$ cat config.mk
export PLATFORM = sky130hd
export DESIGN_NAME = id_ex_stage
export DESIGN_NICKNAME = d
export VERILOG_FILES = /design/src/rtl/riscv_alu_pkg.sv /design/src/rtl/fwd_select.sv /design/src/rtl/id_ex_stage.sv
export SDC_FILE = /design/constraint.sdc
export NUM_CORES = 1
export LEC_CHECK = 0
export ABC_CLOCK_PERIOD_IN_PS = 2600
export BUFFER_PORTS_ARGS = -buffer_cell sky130_fd_sc_hd__buf_2
export CORE_MARGIN = 2
export CORE_UTILIZATION = 46
export DETAILED_ROUTE_END_ITERATION = 12
export PLACE_DENSITY = 0.88
export SYNTH_ARGS = -nofsm -noshare
export SYNTH_HDL_FRONTEND = slang
export SYNTH_HIERARCHICAL = 1
export SYNTH_SLANG_ARGS = --single-unit
$ cat constraint.sdc
create_clock -name clk -period 2.6 [get_ports clk]
set_clock_uncertainty 0.05 [all_clocks]
set_input_delay 0.13 -clock clk [delete_from_list [all_inputs] [get_ports clk]]
set_output_delay 0.13 -clock clk [all_outputs]
set_load 0.02 [all_outputs]
$ cat src/rtl/riscv_alu_pkg.sv
// Shared ALU op encoding, datapath widths and legality check for the
// decode/execute boundary.
package riscv_alu_pkg;
  localparam int XLEN   = 32;
  localparam int RIDX_W = 5;

  typedef enum logic [3:0] {
    ADD  = 4'b0000,
    SLL  = 4'b0001,
    SLT  = 4'b0010,
    SLTU = 4'b0011,
    XOR  = 4'b0100,
    SRL  = 4'b0101,
    OR   = 4'b0110,
    AND  = 4'b0111,
    SUB  = 4'b1000,
    SRA  = 4'b1101
  } alu_op_t;

  function automatic logic is_legal_alu_op(input logic [3:0] op);
    case (op)
      ADD, SLL, SLT, SLTU, XOR, SRL, OR, AND, SUB, SRA: return 1'b1;
      default: return 1'b0;
    endcase
  endfunction
endpackage

$ cat src/rtl/fwd_select.sv
// Priority forwarding mux for one source operand: EX/MEM, then MEM/WB,
// then the supplied register value. x0 always yields zero.
module fwd_select #(
  parameter int XLEN   = 32,
  parameter int RIDX_W = 5
) (
  input  logic [RIDX_W-1:0] idx,
  input  logic [XLEN-1:0]   rf_data,
  input  logic [RIDX_W-1:0] exmem_rd,
  input  logic              exmem_we,
  input  logic [XLEN-1:0]   exmem_result,
  input  logic [RIDX_W-1:0] memwb_rd,
  input  logic              memwb_we,
  input  logic [XLEN-1:0]   memwb_result,
  output logic [XLEN-1:0]   data
);
  always_comb begin
    data = rf_data;
    if (idx == '0)                            data = '0;
    else if (exmem_we && (exmem_rd == idx))   data = exmem_result;
    else if (memwb_we && (memwb_rd == idx))   data = memwb_result;
  end
endmodule

$ cat src/rtl/id_ex_stage.sv
// ID/EX pipeline register: captures decoded instructions, forwards RAW
// operands at capture and keeps refreshing them while execute stalls.
module id_ex_stage
  import riscv_alu_pkg::*;
#(
  parameter int XLEN   = riscv_alu_pkg::XLEN,
  parameter int RIDX_W = riscv_alu_pkg::RIDX_W
) (
  input  logic              clk,
  input  logic              rst,
  input  logic              in_valid,
  output logic              in_ready,
  input  logic [XLEN-1:0]   in_pc,
  input  logic [RIDX_W-1:0] in_rs1,
  input  logic [RIDX_W-1:0] in_rs2,
  input  logic [RIDX_W-1:0] in_rd,
  input  logic [XLEN-1:0]   in_rs1_data,
  input  logic [XLEN-1:0]   in_rs2_data,
  input  logic [XLEN-1:0]   in_imm,
  input  logic [3:0]        in_alu_op,
  input  logic              in_use_imm,
  input  logic              in_use_pc,
  input  logic              in_reg_write,
  input  logic              flush,
  input  logic              ex_ready,
  input  logic [RIDX_W-1:0] exmem_rd,
  input  logic              exmem_we,
  input  logic [XLEN-1:0]   exmem_result,
  input  logic [RIDX_W-1:0] memwb_rd,
  input  logic              memwb_we,
  input  logic [XLEN-1:0]   memwb_result,
  output logic              ex_valid,
  output logic [XLEN-1:0]   alu_d1,
  output logic [XLEN-1:0]   alu_d2,
  output logic [3:0]        alu_control,
  output logic [XLEN-1:0]   ex_store_data,
  output logic [RIDX_W-1:0] ex_rd,
  output logic              ex_reg_write,
  output logic [XLEN-1:0]   ex_pc,
  output logic              ex_illegal
);
  logic              valid_q, use_imm_q, use_pc_q, reg_write_q;
  logic [XLEN-1:0]   pc_q, imm_q, rs1v_q, rs2v_q;
  logic [RIDX_W-1:0] rs1_q, rs2_q, rd_q;
  logic [3:0]        op_q;

  logic              hold, capture;
  logic [RIDX_W-1:0] src1_idx, src2_idx;
  logic [XLEN-1:0]   src1_data, src2_data, fwd1, fwd2;

  assign in_ready = !valid_q || ex_ready || flush;
  assign capture  = in_valid && in_ready && !flush;
  assign hold     = valid_q && !ex_ready;

  // One mux per operand: the source switches between the incoming
  // instruction and the held one, since capture and hold never coincide.
  assign src1_idx  = hold ? rs1_q  : in_rs1;
  assign src2_idx  = hold ? rs2_q  : in_rs2;
  assign src1_data = hold ? rs1v_q : in_rs1_data;
  assign src2_data = hold ? rs2v_q : in_rs2_data;

  fwd_select #(.XLEN(XLEN), .RIDX_W(RIDX_W)) u_fwd1 (
    .idx(src1_idx), .rf_data(src1_data),
    .exmem_rd(exmem_rd), .exmem_we(exmem_we), .exmem_result(exmem_result),
    .memwb_rd(memwb_rd), .memwb_we(memwb_we), .memwb_result(memwb_result),
    .data(fwd1)
  );

  fwd_select #(.XLEN(XLEN), .RIDX_W(RIDX_W)) u_fwd2 (
    .idx(src2_idx), .rf_data(src2_data),
    .exmem_rd(exmem_rd), .exmem_we(exmem_we), .exmem_result(exmem_result),
    .memwb_rd(memwb_rd), .memwb_we(memwb_we), .memwb_result(memwb_result),
    .data(fwd2)
  );

  always_ff @(posedge clk) begin
    if (rst) begin
      valid_q     <= 1'b0;
      use_imm_q   <= 1'b0;
      use_pc_q    <= 1'b0;
      reg_write_q <= 1'b0;
      pc_q        <= '0;
      imm_q       <= '0;
      rs1v_q      <= '0;
      rs2v_q      <= '0;
      rs1_q       <= '0;
      rs2_q       <= '0;
      rd_q        <= '0;
      op_q        <= ADD;
    end else begin
      if (flush)         valid_q <= 1'b0;
      else if (capture)  valid_q <= 1'b1;
      else if (ex_ready) valid_q <= 1'b0;

      if (capture) begin
        use_imm_q   <= in_use_imm;
        use_pc_q    <= in_use_pc;
        reg_write_q <= in_reg_write;
        pc_q        <= in_pc;
        imm_q       <= in_imm;
        rs1_q       <= in_rs1;
        rs2_q       <= in_rs2;
        rd_q        <= in_rd;
        op_q        <= in_alu_op;
      end
      // Held operands pick up producers that retire during the stall.
      if (capture || (hold && !flush)) begin
        rs1v_q <= fwd1;
        rs2v_q <= fwd2;
      end
    end
  end

  assign ex_valid      = valid_q;
  assign alu_d1        = use_pc_q  ? pc_q  : rs1v_q;
  assign alu_d2        = use_imm_q ? imm_q : rs2v_q;
  assign ex_store_data = rs2v_q;
  assign ex_rd         = rd_q;
  assign ex_pc         = pc_q;
  assign ex_illegal    = !is_legal_alu_op(op_q);
  assign alu_control   = is_legal_alu_op(op_q) ? op_q : ADD;
  assign ex_reg_write  = reg_write_q && valid_q && (rd_q != '0);
endmodule
==> results of run 1 <==
## registers in the layout, summed over array words and instances (netlist names), named ones only
register	flops
imm_q	32
ex_rd	5
ex_valid	1
rs1_q	5
use_imm_q	1
op_q	4
ex_store_data	32
rs2_q	5
use_pc_q	1
reg_write_q	1
ex_pc	32
rs1v_q	32
## layout by cell type, fill, tap and decap left out, types with 3 or more instances in the layout
cell type / n
nand4_1: 32
inv_8: 3
o21ai_1: 32
a311oi_2: 20
inv_6: 7
a21oi_1: 86
nand3_1: 122
buf_4: 29
dlygate4sd3_1: 86
buf_2: 370
mux2_2: 64
dfxtp_1: 150
mux2i_1: 64
a311oi_1: 8
o21ai_0: 118
nand2b_1: 129
xnor2_1: 18
a211oi_1: 36
nor3_1: 64
and2_1: 4
nand2_1: 222
buf_12: 18
clkbuf_16: 19
diode_2: 21
o22a_1: 36
nand2_2: 4
## power by group through the flow
stage	Clock, mW	Sequential [mW]	Combinational (mW)
after CTS	2.68	2.57	1.69
after detailed placement	0	2.62	1.58
after global placement	0	2.62	1.56
final	2.66	2.58	1.74
after floorplan	0	2.64	0.959
after global routing	2.79	2.59	1.87
## area by class of cell
cell class,instances,area [um^2]
Timing Repair Buffer,507,3360
Tap cell,285,357
Inverter,2,7.51
Fill cell,1994,8360
Clock buffer,17,425
Sequential cell,152,3050
Multi-Input combinational cell,1083,6710
Antenna cell,21,52.6
Clock inverter,15,178
## final timing paths
check / cells after the start / from / end / slack (ns)
worst max-delay path: 12 / ex_valid / rs1v_q[12] / 0.12
worst min-delay path: 2 / rst / imm_q[14] / 0.03
worst max register to register: 12 / ex_valid / rs1v_q[12] / 0.12
worst min register to register: 2 / rs1_q[4] / rs1_q[4] / 0.43
## through the flow
step	setup WS, ns	power, mW
finish	0.115	6.98
global route	-0.00762	7.25
CTS	0.0132	6.94
detailed placement	0.0482	4.21
global placement	0.133	4.18
floorplan	0.0836	3.60
## what timing repair did
item                                    CTS  global route
hold endpoints to repair                 87             0
endpoints found under the setup margin    0            63
buffers inserted                          0             5
hold buffers                             86             0
gates resized for setup                   0             5
## metal layers
metal  GRT usage [%]  vias up
li1                -     5716
met1            38.8     5771
met2            57.6      653
met3            9.64      135
met4            12.3       14
met5               0        -
## cell families after synthesis
family                    Yosys count  share of synthesized area (%)
AOI/OAI and AO/OA                 341                           20.9
xor gates and xnor gates           22                           1.98
buffers and inverters             160                           7.49
DFF                               152                           29.0
muxes                             128                           13.0
and+or+nand+nor                   591                           27.7
## cell usage after synthesis, types with 4 or more instances
library cell  instances  area (um^2)
buf_2                53          265
dfxtp_1             152         3040
a21oi_1              86          430
mux2_2               64          721
and2_1                4         25.0
o21ai_0             118          591
xnor2_1              18          158
a311oi_2             20          300
buf_4                 4         30.0
clkbuf_1             90          338
nand2_1             226          848
nand4_1              32          200
mux2i_1              64          641
buf_12                5          100
o21ai_1              32          160
nor3_1               64          320
nand3_1             122          611
o22a_1               36          315
a311oi_1              8         70.1
nand2b_1            131          820
a211oi_1             36          270
==> results.json, run 1 <==
{
  "status": "finished clean",
  "cp_slowest_stage_delay_ns": 0.39,
  "finalSetupTns_ns": 0,
  "cts_tree": "yes",
  "hp-class": "input pin to flip-flop",
  "hpwl_um": 28700,
  "dr_wl_met3_um": 3910,
  "min_period_ns": 2.48,
  "core-area_um2": 22500,
  "synthFlopType": "dfxtp_1",
  "cp_data_required_time_ns": 2.91,
  "root_buffer": "clkbuf_16",
  "fmax_mhz": 402,
  "power_frac_comb_pct": 25.0,
  "vias": 12300,
  "slew_headroom_pct": 37.1,
  "drtIter0Drc": 1081,
  "initial_core_util_pct": 46.6,
  "arrival_ns": 2.79,
  "grt_pass1_wl_um": 63100,
  "grt_overflow": 0,
  "grt_usage_pct": 33.2,
  "synthDistinctLibCells": 37,
  "swShare_pct": 32.9,
  "clock_sinks": 152,
  "cts_buffers": 17,
  "die_h_um": 155,
  "slew_violations": 0,
  "syn_inst": 1394,
  "p_leak_nw": 6.03,
  "synthArstFlopShare_pct": 0,
  "fin_cells": 2082,
  "p_seq_share_pct": 36.9,
  "path_buf_inv": 3,
  "grt_max_degree": 88,
  "setup_viol": 0,
  "placed_cells": 1935,
  "tightestPinTransition_ns": 0.944,
  "cp-end-kind": "flip-flop",
  "fin_util_pct": 62.8,
  "timing.final.crit_share_pct": 95.6,
  "synth_area_per_cell_um2": 7.52,
  "cp_top_family": "simple AND/OR/NAND/NOR gates",
  "cp_max_fo": 12,
  "p_clk_share_pct": 38.1,
  "critical_path.most_common_cell": "buf_4",
  "final_cell_area_um2": 14100,
  "hold_viol": 0,
  "cap_violations": 0,
  "gp_congestion": 0.912,
  "ios": 372,
  "die_area_um2": 24000,
  "path_class": "flip-flop to flip-flop",
  "crit_slowest_cell": "dfxtp_2",
  "dr.pass1.iters": 6,
  "placed_area_um2": 12500,
  "cp-start-kind": "flip-flop",
  "p_int_mw": 4.68,
  "p_switching_mw": 2.30,
  "vdd_drop_max_uv": 412,
  "final_nets": 1994,
  "num_rows": 55,
  "cts_max_level": 4,
  "ctsLongestPathBuffers": 2,
  "wl_met2_um": 20600,
  "grt_pass1_vias": 11900,
  "clk_pin_slew_ns": 0.07,
  "clkLatencyLatePin_ns": 0.44,
  "ys_seq_area_share_pct": 29.0,
  "port_buffers": 371,
  "wl_met1_um": 15900,
  "antenna_found_initial": 26,
  "ys_ff_latch": 152,
  "die_w_um": 155,
  "syn-cell-area_um2": 10500,
  "p_per_area_nw_per_um2": 493,
  "syn_to_final_growth_pct": 34.8,
  "whs_ns": 0.0293,
  "synth_warnings": 6,
  "path_cells": "nor2b_4 -> buf_6 -> nand2_1 -> nand2_2 -> xnor2_1 -> nand4_1 -> buf_4 -> or2_4 -> buf_4 -> a311oi_2 -> nand2b_1 -> mux2i_1",
  "synth_nets": 1625,
  "wire_per_inst_um": 20.1,
  "drive_above_1_share_pct": 31.2,
  "viasPerCell": 5.90,
  "wl_um": 41900,
  "drc": 0,
  "dr.max_layer_used": "met5",
  "antenna_left": 0,
  "synth_edf_count": 0
}
Power figures use the tool's default switching activity.
==> inputs of run 2 (changes only) <==
--- a/config.mk
+++ b/config.mk
@@ -7,10 +7,13 @@
 export LEC_CHECK = 0
 export ABC_CLOCK_PERIOD_IN_PS = 2600
 export BUFFER_PORTS_ARGS = -buffer_cell sky130_fd_sc_hd__buf_2
+export CELL_PAD_IN_SITES_DETAIL_PLACEMENT = 0
+export CELL_PAD_IN_SITES_GLOBAL_PLACEMENT = 1
+export CORE_ASPECT_RATIO = 0.7
 export CORE_MARGIN = 2
-export CORE_UTILIZATION = 46
+export CORE_UTILIZATION = 32
 export DETAILED_ROUTE_END_ITERATION = 12
-export PLACE_DENSITY = 0.88
+export PLACE_DENSITY = 0.87
 export SYNTH_ARGS = -nofsm -noshare
 export SYNTH_HDL_FRONTEND = slang
 export SYNTH_HIERARCHICAL = 1
==> run 2 against run 1 <==
- sequential share of layout area shrank 0.12 points
- flip-flop and latch count is the same
- hold slack gained 0.070 ns
- global-route usage shrank 8.3 points
- utilization shrank 19 points
- worst setup slack gained 0.044 ns
- critical path depth is the same
- power is essentially flat
- combinational power is essentially flat
- critical endpoint is now rs1v_q[29]
- largest power group unchanged
==> results.json, run 2 (synthesis results as in run 1) <==
{
  "final_common_cell": "buf_2",
  "cts_buffers": 17,
  "drive_above_1_share_pct": 30.9,
  "grt_overflow": 0,
  "clkLatencyLatePin_ns": 0.45,
  "hold_viol": 0,
  "drtIter0Drc": 982,
  "clk_pin_slew_ns": 0.06,
  "cp_data_required_time_ns": 2.92,
  "grt_usage_pct": 24.9,
  "syn_to_final_growth_pct": 35.6,
  "ctsLongestPathBuffers": 2,
  "cp-start-kind": "flip-flop",
  "vias": 11900,
  "cts_tree": "yes",
  "min_period_ns": 2.44,
  "initial_core_util_pct": 32.5,
  "status": "finished clean",
  "final_nets": 1988,
  "rsz0062_at_grt": "yes",
  "dr.pass1.iters": 5,
  "hp-class": "input pin to flip-flop",
  "whs_ns": 0.0994,
  "wire_per_inst_um": 19.7,
  "p_per_area_nw_per_um2": 491,
  "drc": 0,
  "grt_pass1_vias": 11500,
  "antenna_left": 0,
  "p_leak_nw": 5.98,
  "viasPerCell": 5.40,
  "port_buffers": 371,
  "grt_max_degree": 94,
  "timing.final.crit_share_pct": 93.9,
  "final_cell_mix": "buf_2 (370), nand2_1 (223), dfxtp_1 (149), nand2b_1 (129), nand3_1 (122)",
  "hpwl_um": 31500,
  "clock_sinks": 152,
  "cp-end-kind": "flip-flop",
  "setup_viol": 0,
  "path_class": "flip-flop to flip-flop",
  "gp_congestion": 0.898,
  "die_h_um": 155,
  "antenna_found_initial": 14,
  "die_w_um": 220,
  "finalPower_mw": 6.98,
  "fillCellCount": 3316,
  "wl_um": 43500,
  "arrival_ns": 2.76,
  "root_buffer": "clkbuf_16",
  "slew_violations": 0,
  "ios": 372,
  "cap_violations": 0,
  "num_rows": 55,
  "tightestPinTransition_ns": 0.895,
  "core-area_um2": 32300,
  "fmax_mhz": 410,
  "grt_pass1_wl_um": 66100,
  "cts_max_level": 4,
  "die_area_um2": 34300,
  "slew_headroom_pct": 40.3,
  "cp_max_fo": 14,
  "vdd_drop_max_uv": 358
}
==> run 2: worst paths after layout <==
path                    from  slack, ns    endpoint  depth (start not counted)
max                 ex_valid       0.16  rs1v_q[29]                         12
min          memwb_result[2]        0.1   rs1v_q[2]                          5
max reg2reg         ex_valid       0.16  rs1v_q[29]                         12
min reg2reg         imm_q[4]       0.43    imm_q[4]                          2
==> run 2: area by class of cell <==
class	instances	area [um^2]	area share [%]
Antenna cell	11	27.5	0.194
Clock buffer	19	433	3.04
Clock inverter	12	178	1.25
Inverter	2	7.51	0.0528
Multi-Input combinational cell	1082	6750	47.4
Sequential cell	152	3050	21.4
Tap cell	427	534	3.76
Timing Repair Buffer	502	3250	22.8
==> run 2: critical path: stages, from the launching register on <==
cell and delay, ns:
dfxtp_2 0.33, nor2b_4 0.21, buf_4 0.16, buf_4 0.10
nand2_1 0.04, nand2_1 0.12, xnor2_1 0.15, and4_1 0.25
buf_4 0.24, nand4_1 0.12, a311oi_1 0.39, nand2b_1 0.09
mux2i_1 0.12
==> run 2: metrics by stage <==
stage	setup slack [ns]	cells	utilization (%)	instance area, um^2	TNS (ns)
finish	0.159	2207	44.1	14200	0
global route	-0.0172	2201	44.0	14200	-0.0453
CTS	0.00854	2190	43.8	14100	0
detailed placement	0.0287	2073	39.2	12700	0
global placement	0.0848	2073	39.2	12700	0
floorplan	0.0836	1394	-	10500	0
==> run 2: metal layers <==
metal | vias up | part of all wire, % | global-route usage, %
met5 | - | 0.21 | 0
met4 | 16 | 1.2 | 4.63
met3 | 52 | 7.4 | 6.31
met2 | 415 | 46 | 40.9
met1 | 5750 | 45 | 33.0
li1 | 5674 | - | -
==> run 2: repair_timing <==
action	in CTS	in global routing
hold buffers	86	0
resized for setup	0	4
hold endpoints to repair	87	0
setup buffers	0	6
setup endpoints to repair	0	64
==> run 2: report_power, final <==
part / leakage, nW / internal, mW / total [mW] / switching, mW
Combinational: 4.45 / 0.751 / 1.73 / 0.979
Sequential: 1.24 / 2.45 / 2.58 / 0.123
Clock: 0.285 / 1.60 / 2.68 / 1.08
==> inputs of run 3 (changes only) <==
--- a/config.mk
+++ b/config.mk
@@ -5,15 +5,15 @@
 export SDC_FILE = /design/constraint.sdc
 export NUM_CORES = 1
 export LEC_CHECK = 0
-export ABC_CLOCK_PERIOD_IN_PS = 2600
+export ABC_CLOCK_PERIOD_IN_PS = 2800
 export BUFFER_PORTS_ARGS = -buffer_cell sky130_fd_sc_hd__buf_2
 export CELL_PAD_IN_SITES_DETAIL_PLACEMENT = 0
 export CELL_PAD_IN_SITES_GLOBAL_PLACEMENT = 1
 export CORE_ASPECT_RATIO = 0.7
 export CORE_MARGIN = 2
-export CORE_UTILIZATION = 32
+export CORE_UTILIZATION = 36
 export DETAILED_ROUTE_END_ITERATION = 12
-export PLACE_DENSITY = 0.87
+export PLACE_DENSITY = 0.92
 export SYNTH_ARGS = -nofsm -noshare
 export SYNTH_HDL_FRONTEND = slang
 export SYNTH_HIERARCHICAL = 1
==> constraint.sdc (replaced) <==
create_clock -name clk -period 2.8 [get_ports clk]
set_clock_uncertainty 0.05 [all_clocks]
set_input_delay 0.14 -clock clk [delete_from_list [all_inputs] [get_ports clk]]
set_output_delay 0.14 -clock clk [all_outputs]
set_load 0.02 [all_outputs]
==> run 3 against run 2 <==
- hold slack better by 0.00091 ns
- sequential power is 7% lower
- wire length is 1.2% lower
- critical endpoint is now ex_store_data[6]
==> results.json, run 3 (synthesis results as in run 1) <==
{
  "status": "finished clean",
  "die_w_um": 208,
  "p_per_area_nw_per_um2": 463,
  "root_buffer": "clkbuf_16",
  "final_common_cell": "buf_2",
  "grt_max_degree": 97,
  "hold_viol": 0,
  "cap_violations": 0,
  "die_h_um": 147,
  "drc": 0,
  "reg2reg_to": "ex_store_data[6]",
  "ctsLongestPathBuffers": 2,
  "cp_data_required_time_ns": 3.12,
  "min_period_ns": 2.65,
  "core-area_um2": 28800,
  "viasPerCell": 5.54,
  "ios": 372,
  "fmax_mhz": 378,
  "slew_violations": 0,
  "cp_slowest_stage_delay_ns": 0.46,
  "grt_overflow": 0,
  "final_nets": 1981,
  "num_rows": 52,
  "syn_to_final_growth_pct": 34.4,
  "port_buffers": 371,
  "hpwl_um": 30000,
  "clkLatencyLatePin_ns": 0.44,
  "grt_pass1_vias": 11400,
  "cp-end-kind": "flip-flop",
  "gp_congestion": 0.881,
  "setup_viol": 0,
  "rsz0062_at_grt": "no",
  "whs_endpoint": "rs1v_q[1]",
  "crit_slowest_cell": "dfxtp_1",
  "slew_headroom_pct": 31.2,
  "antenna_left": 0,
  "vias": 11900,
  "path_cells": "nor2b_2 -> buf_4 -> nand2_1 -> nand2_1 -> xnor2_1 -> and4_1 -> buf_4 -> nand4_1 -> a311oi_2 -> nand2b_1 -> mux2i_1",
  "r2r_setup_slack_ns": 0.15,
  "grt_pass1_wl_um": 65500,
  "fin_util_pct": 49.0,
  "path_class": "flip-flop to flip-flop",
  "antenna_found_initial": 15,
  "reg2regPathDepth": 11,
  "hold_start": "flush",
  "dr_wl_met3_um": 3190,
  "r2r_start": "ex_valid",
  "cts_tree": "yes",
  "dr.max_layer_used": "met5",
  "cts_buffers": 17,
  "vdd_drop_max_uv": 359,
  "grt_usage_pct": 27.1,
  "wl_um": 43000,
  "hp-class": "input pin to flip-flop",
  "dr.pass1.iters": 7,
  "drive_above_1_share_pct": 30.4,
  "fillCellCount": 2831,
  "crit_start": "ex_valid",
  "timing.final.crit_share_pct": 94.5,
  "clk_pin_slew_ns": 0.06,
  "cts_max_level": 4,
  "finalSetupTns_ns": 0,
  "whs_path_depth": 3,
  "final_cell_mix": "buf_2 (370), nand2_1 (224), dfxtp_1 (151), nand2b_1 (129), nand3_1 (122)",
  "wl_met1_um": 18800,
  "tightestPinTransition_ns": 1.03,
  "wl_met2_um": 20300,
  "die_area_um2": 30500,
  "drtIter0Drc": 1171,
  "clock_sinks": 152,
  "initial_core_util_pct": 36.5,
  "cp_max_fo": 14,
  "cp-start-kind": "flip-flop",
  "p_leak_nw": 5.95,
  "arrival_ns": 2.97,
  "wire_per_inst_um": 20.0
}
run 3: cell types whose count changed in the layout (fill, tap and decap cells not counted), sizes merged:
cell	change
buf	-8
nor2b	+1
diode	-3
clkbuf	+1
run 3: metal layers:
| metal | vias up | global-route usage [%] |
|---|---|---|
| met3 | 53 | 6.46 |
| li1 | 5659 | - |
| met4 | 12 | 5.99 |
| met5 | - | 0 |
| met2 | 534 | 45.1 |
| met1 | 5655 | 35.6 |
run 3: power by group:
part	internal, mW	switching, mW
clock	1.54	1.01
combinational	0.688	0.903
sequential	2.28	0.115
total	4.50	2.03
run 3: worst max-delay path by stage:
stage	endpoint	cells past startpoint
finish	ex_store_data[6]	11
global route	rs1v_q[20]	11
CTS	rs1v_q[5]	11
detailed placement	rs1v_q[5]	11
global placement	rs1v_q[5]	11
floorplan	ex_store_data[10]	14
run 3: cell type report:
class                      count  area (um^2)  area share [%]
antenna                        8         20.0           0.142
inverter                       2         7.51          0.0533
timing repair buffer         494         3180            22.6
clock buffer                  20          457            3.24
clock inverter                12          174            1.23
tap                          378          473            3.36
sequential                   152         3040            21.6
multi-input combinational   1083         6740            47.8
run 3: repair_timing:
action | in CTS | in global routing
endpoints found under the hold margin | 87 | 0
hold buffers | 86 | 0
setup endpoints to repair | 0 | 26
resized for setup | 0 | 1
buffers inserted | 0 | 3
run 3: worst max-delay path, delay by kind of cell, from the launching register on:
| kind | cells | cell delay (ns) |
|---|---|---|
| compound gates | 1 | 0.31 |
| xor+xnor | 1 | 0.16 |
| buf+inv | 2 | 0.41 |
| flops | 1 | 0.46 |
| mux | 1 | 0.14 |
| simple gates | 6 | 1.05 |
run 3: through the flow:
stage	hold slack [ns]	instances	total power, mW	setup WS (ns)	area, um^2
final	0.100	2149	6.53	0.153	14100
after floorplan	0.238	1394	3.34	0.199	10500
after CTS	0.0844	2137	6.57	0.115	14000
after detailed placement	0.343	2019	3.92	0.133	12500
after global placement	0.343	2019	3.89	0.217	12500
after global routing	0.0943	2144	6.82	0.00247	14100
